$ cat config.mk
export PLATFORM = sky130hd
export DESIGN_NAME = alu_arbiter
export DESIGN_NICKNAME = d
export VERILOG_FILES = /design/src/rtl/alu_pkg.sv /design/src/rtl/alu.sv /design/src/rtl/alu_arbiter_rr_grant.sv /design/src/rtl/alu_arbiter.sv
export SDC_FILE = /design/constraint.sdc
export NUM_CORES = 1
export LEC_CHECK = 0
export BUFFER_PORTS_ARGS = -buffer_cell sky130_fd_sc_hd__buf_2
export CAP_MARGIN = 20
export CORE_AREA = 4 4 69 134
export DETAILED_ROUTE_END_ITERATION = 7
export DIE_AREA = 0 0 73 138
export PLACE_DENSITY = 0.82
export SYNTH_ARGS = -nofsm -noshare
export SYNTH_HDL_FRONTEND = slang
export SYNTH_SLANG_ARGS = --single-unit
$ cat constraint.sdc
create_clock -name clk -period 7.62 [get_ports clk]
set_clock_uncertainty 0.1 [all_clocks]
set_input_delay 1.524 -clock clk [delete_from_list [all_inputs] [get_ports clk]]
set_output_delay 1.524 -clock clk [all_outputs]
set_load 0.05 [all_outputs]
$ cat src/rtl/alu_pkg.sv
// alu_pkg: ALU op encodings and the default datapath width shared by the ALU and its arbiter.
package alu_pkg;
    localparam logic [1:0] ALU_ADD  = 2'b00;
    localparam logic [1:0] ALU_SUB  = 2'b01;
    localparam logic [1:0] ALU_NAND = 2'b10;
    localparam int         ALU_W    = 16;
endpackage

$ cat src/rtl/alu.sv
// alu: combinational add/sub/nand unit with zero detect; any op other than add/sub falls through to nand.
module alu
    import alu_pkg::*;
#(
    parameter int W = ALU_W
) (
    input  logic [1:0]   op,
    input  logic [W-1:0] a,
    input  logic [W-1:0] b,
    output logic [W-1:0] y,
    output logic         zero
);
    always_comb begin
        y    = (op == ALU_ADD) ? a + b : (op == ALU_SUB) ? a - b : ~(a & b);
        zero = (y == '0);
    end
endmodule

$ cat src/rtl/alu_arbiter_rr_grant.sv
// rr_grant: rotating-priority picker; the first valid bit at or after ptr (wrapping modulo N) wins.
module rr_grant #(
    parameter int N  = 3,
    parameter int IW = 2
) (
    input  logic [N-1:0]  valid,
    input  logic [IW-1:0] ptr,
    input  logic          enable,
    output logic [N-1:0]  onehot,
    output logic [IW-1:0] idx,
    output logic          any
);
    always_comb begin
        onehot = '0;
        idx    = '0;
        any    = 1'b0;
        // Walk offsets from farthest to nearest so the nearest valid bit is the last written.
        for (int k = N - 1; k >= 0; k--) begin
            if (enable && valid[(int'(ptr) + k) % N]) begin
                onehot                        = '0;
                onehot[(int'(ptr) + k) % N]   = 1'b1;
                idx                           = IW'((int'(ptr) + k) % N);
                any                           = 1'b1;
            end
        end
    end
endmodule

$ cat src/rtl/alu_arbiter.sv
// alu_arbiter: round-robin sharing of one ALU with a registered, backpressured response and the Z flag.
// ALU_FETCH_PRIO_EN: when defined, requester 0 (fetch) always wins and round-robin covers 1..N_REQ-1.
module alu_arbiter
    import alu_pkg::*;
#(
    parameter int N_REQ = 3,
    parameter int W     = ALU_W,
    parameter int IDW   = 2
) (
    input  logic                 clk,
    input  logic                 rst_n,
    input  logic [N_REQ-1:0]     req_valid,
    output logic [N_REQ-1:0]     req_ready,
    input  logic [2*N_REQ-1:0]   req_op,
    input  logic [W*N_REQ-1:0]   req_a,
    input  logic [W*N_REQ-1:0]   req_b,
    input  logic [N_REQ-1:0]     req_setz,
    output logic                 rsp_valid,
    input  logic                 rsp_ready,
    output logic [IDW-1:0]       rsp_id,
    output logic [W-1:0]         rsp_data,
    output logic                 rsp_z,
    output logic                 z_flag
);
    logic             rsp_valid_q, rsp_valid_d;
    logic [IDW-1:0]   rsp_id_q, rsp_id_d;
    logic [W-1:0]     rsp_data_q, rsp_data_d;
    logic             rsp_z_q, rsp_z_d;
    logic             z_flag_q, z_flag_d;
    logic [IDW-1:0]   rr_ptr_q, rr_ptr_d;
    logic             can_issue, fetch, xfer, adv;
    logic [N_REQ-1:0] rr_valid, rr_onehot;
    logic [IDW-1:0]   rr_idx, gnt_idx;
    logic             rr_any;
    logic [W-1:0]     alu_y;
    logic             alu_zero;

    // Holding off grants while in reset keeps req_ready low even though rsp_valid is clear.
    assign can_issue = (!rsp_valid_q || rsp_ready) && rst_n;

`ifdef ALU_FETCH_PRIO_EN
    assign fetch    = req_valid[0] && can_issue;
    assign rr_valid = req_valid & ~N_REQ'(1);
`else
    assign fetch    = 1'b0;
    assign rr_valid = req_valid;
`endif

    rr_grant #(.N(N_REQ), .IW(IDW)) u_grant (
        .valid  (rr_valid),
        .ptr    (rr_ptr_q),
        .enable (can_issue && !fetch),
        .onehot (rr_onehot),
        .idx    (rr_idx),
        .any    (rr_any)
    );

    assign req_ready = fetch ? N_REQ'(1) : rr_onehot;
    assign gnt_idx   = fetch ? '0 : rr_idx;
    assign xfer      = fetch || rr_any;
    assign adv       = rr_any;

    alu #(.W(W)) u_alu (
        .op   (req_op[2*gnt_idx +: 2]),
        .a    (req_a[W*gnt_idx +: W]),
        .b    (req_b[W*gnt_idx +: W]),
        .y    (alu_y),
        .zero (alu_zero)
    );

    always_comb begin
        rsp_valid_d = xfer ? 1'b1 : (rsp_ready ? 1'b0 : rsp_valid_q);
        rsp_id_d    = xfer ? gnt_idx : rsp_id_q;
        rsp_data_d  = xfer ? alu_y : rsp_data_q;
        rsp_z_d     = xfer ? alu_zero : rsp_z_q;
        z_flag_d    = (xfer && req_setz[gnt_idx]) ? alu_zero : z_flag_q;
        rr_ptr_d    = !adv ? rr_ptr_q : (gnt_idx == IDW'(N_REQ - 1)) ? '0 : gnt_idx + 1'b1;
    end

    always_ff @(posedge clk or negedge rst_n) begin
        if (!rst_n) begin
            rsp_valid_q <= 1'b0;
            rsp_id_q    <= '0;
            rsp_data_q  <= '0;
            rsp_z_q     <= 1'b0;
            z_flag_q    <= 1'b0;
            rr_ptr_q    <= '0;
        end else begin
            rsp_valid_q <= rsp_valid_d;
            rsp_id_q    <= rsp_id_d;
            rsp_data_q  <= rsp_data_d;
            rsp_z_q     <= rsp_z_d;
            z_flag_q    <= z_flag_d;
            rr_ptr_q    <= rr_ptr_d;
        end
    end

    assign rsp_valid = rsp_valid_q;
    assign rsp_id    = rsp_id_q;
    assign rsp_data  = rsp_data_q;
    assign rsp_z     = rsp_z_q;
    assign z_flag    = z_flag_q;
endmodule

==> impl_metrics.ini <==
[status]
status = finished, final reports clean

[critical_path]
arrival_ps = 6920
startpoint = rst_n
crit_type = in2reg
rr_startpoint = rr_ptr_q[1]
crit_path_end_kind = register
cp-start-kind = input pin
required_ps = 7680
endpoint = z_flag
cp_max_fo = 27
worstRegToRegCells = 21
r2r_setup_slack_ps = 1150
r2r-end = z_flag

[timing]
rsz0062_at_grt = false
hold_viol_final = 0
maxSlewViolCount = 0
tns_ps = 0
period_needed_ps = 6860
holdWs_ps = 372
slew_headroom_pct = 31.1
setup_viol = 0
tightestPinTransition_ps = 1030
min_period_over_period_pct = 90.0
fmax_mhz = 146

[grt]
grt_pass1_vias = 5116
grt_overflow_total = 0
grt_max_degree = 40
grt_usage_pct = 30.9
grt_first_pass_wirelength_mm = 25.1
grt_antenna_before_repair = 0

[layout]
layout-drive-gt1-share_pct = 25.4
antenna_cells = 0
nFillCells = 809
areaGrowthSynthToFinish_pct = 17.4
fin_area_um2 = 5100
layout.nets = 858

[synthesis]
synth_edf_count = 0
synth_cells = 604
ys_seq_area_share_pct = 13.2
netlist_area_um2 = 4350
synthDistinctLibCells = 84
ys.flop_type = dfrtp_1
async_reset_ff_share_pct = 100
yosys_register_bits = 23
yosysWarnings = 0
synth_fp_nets = 749
syn_area_per_cell_um2 = 7.20

[drt]
ant_nets = 0
avgViaCountPerCell = 6.38
wl_mm = 15.8
dr.pass1.iters = 5
drt-initial-drc-count = 356
num_vias = 5168
drcViolationCount = 0
wl_per_cell_um = 19.5

[power_and_ir_drop]
power_leakage_nw = 2.30
power_density_nw_per_um2 = 505
ir_worst_vdd_v = 0.000279

[die]
top_level_ports = 135
die_area_um2 = 10100
core-area_um2 = 8290
floorplan.initialDensity_pct = 52.4
die_w_um = 73
die-height_um = 138
rows = 47

[clock_tree]
path_clk_slew_ps = 60
cts_root_buf = clkbuf_16
cts_tree = done
post_cts_buffers = 0
cts_buffer_depth = 2
clk_latency_ps = 250
holdBufCountCts = 0
htreeDepth = 1
cts_buffers = 3
cts_resized = 0
numClockSinks = 23

[place]
portBuffers = 134
dpl_cell_area_um2 = 5020
dpl.hpwl_mm = 13.2
routabilityCongestion = 0.938

[worst_hold_path]
hold_path.class = reg2reg

[job]
maxCapViolCount = 0
[cell type report]
cell class	instances	area [µm²]	share of cell area (%)
multi-input combinational	506	3450	67.5
timing repair buffer	144	746	14.6
sequential	23	576	11.3
inverter	35	131	2.58
tap	98	123	2.40
clock buffer	3	75.1	1.47
clock inverter	1	5.00	0.0981
[power breakdown]
part / internal (W) / switching [W] / leakage [nW]
clock network: 0.0000706 / 0.0000433 / 0.0409
logic: 0.000758 / 0.00150 / 1.99
registers: 0.000180 / 0.0000291 / 0.277
[state kept, by name, summed over array words and instances, names as in the netlist]
signal,flops
rr_ptr_q,2
rsp_data,16
rsp_z,1
rsp_valid,1
rsp_id,2
z_flag,1
[metal layers]
layer	vias to the layer above	part of all wire [%]	GRT usage, %
li1	2462	-	-
met5	-	0	0
met1	2404	33	30.0
met2	233	54	56.8
met4	0	8.3	22.8
met3	69	4.8	2.62
[worst min-delay path by stage]
stage           startpoint     endpoint  slack [ps]  cells after the start
2_1_floorplan  rr_ptr_q[0]  rr_ptr_q[0]         470                      2
3_3_place_gp     rsp_id[0]    rsp_id[0]         360                      2
3_5_place_dp   rsp_data[8]  rsp_data[8]         360                      2
4_1_cts        rsp_data[8]  rsp_data[8]         370                      2
5_1_grt        rsp_data[1]  rsp_data[1]         410                      2
6_report         rsp_id[1]    rsp_id[1]         370                      2
[cell usage after synthesis (3+ instances only)]
cell	instances	area (µm²)
a21oi_1	88	440
nand2_1	63	236
nor2_1	56	210
ha_1	34	425
inv_1	34	128
mux2i_1	34	340
o21ai_0	24	120
dfrtp_1	23	576
clkbuf_1	22	82.6
a211oi_1	12	90.1
a31oi_1	12	75.1
nor3_1	12	60.1
nand2b_1	8	50.1
o211ai_1	7	52.6
o21a_1	7	52.6
xnor2_1	7	61.3
a21o_1	6	45.0
and2_1	6	37.5
buf_2	6	30.0
nand3_1	6	30.0
nand4_1	6	37.5
nor4_1	6	37.5
o21ai_1	6	30.0
or3_1	6	37.5
buf_1	5	18.8
o2111ai_1	5	43.8
a21oi_2	4	35.0
a311oi_1	4	35.0
and3_1	4	25.0
buf_6	4	45.0
nor2b_1	4	25.0
a211o_1	3	26.3
a22oi_1	3	22.5
mux2i_4	3	67.6
o21bai_1	3	22.5
o22ai_1	3	18.8
o31ai_1	3	22.5
or2_2	3	18.8
[worst max-delay path: stages]
cell,delay [ps]
buf_2,290
a41o_1,350
or3_1,520
a21oi_4,540
buf_4,290
mux2i_1,230
a21oi_1,120
ha_1,410
o21bai_1,380
a221oi_1,190
nor3_1,280
nand2b_1,180
a21oi_1,50
o32a_1,210
o41ai_1,330
a21oi_1,120
xor2_1,170
a2111o_1,460
o31ai_1,250
[logic make-up (layout without fill, tap and decap cells)]
group	Yosys count	in the layout	share of synthesized area [%]
flip-flops	23	23	13.2
multiplexers	38	38	9.64
XOR/XNOR	9	9	1.81
AND/OR/NAND/NOR	194	194	21.4
buffers and inverters	75	183	7.94
AO/OA/AOI/OAI	230	230	35.9
adder cells (fa/ha/maj)	35	35	10.0
[through the flow]
step	std cells	worst slack [ps]	power, W	utilization (%)
floorplan	604	1060	0.00190	-
global placement	806	744	0.00238	60.6
detailed placement	806	573	0.00242	60.6
CTS	810	804	0.00254	61.5
global route	810	325	0.00278	61.5
finish	810	760	0.00258	61.5
[cell usage in the layout (no fill, tap or decap), types with 6 or more instances in the layout]
master / count
buf_2: 134
a21oi_1: 88
nand2_1: 63
nor2_1: 55
inv_1: 34
mux2i_1: 34
ha_1: 34
o21ai_0: 24
dfrtp_1: 23
a31oi_1: 12
a211oi_1: 12
nor3_1: 12
buf_4: 10
nand2b_1: 8
o21a_1: 7
o211ai_1: 7
xnor2_1: 7
o21ai_1: 6
or3_1: 6
nand3_1: 6
nor4_1: 6
a21o_1: 6
and2_1: 6
nand4_1: 6
Note: power is estimated with default switching activity, not from simulation.
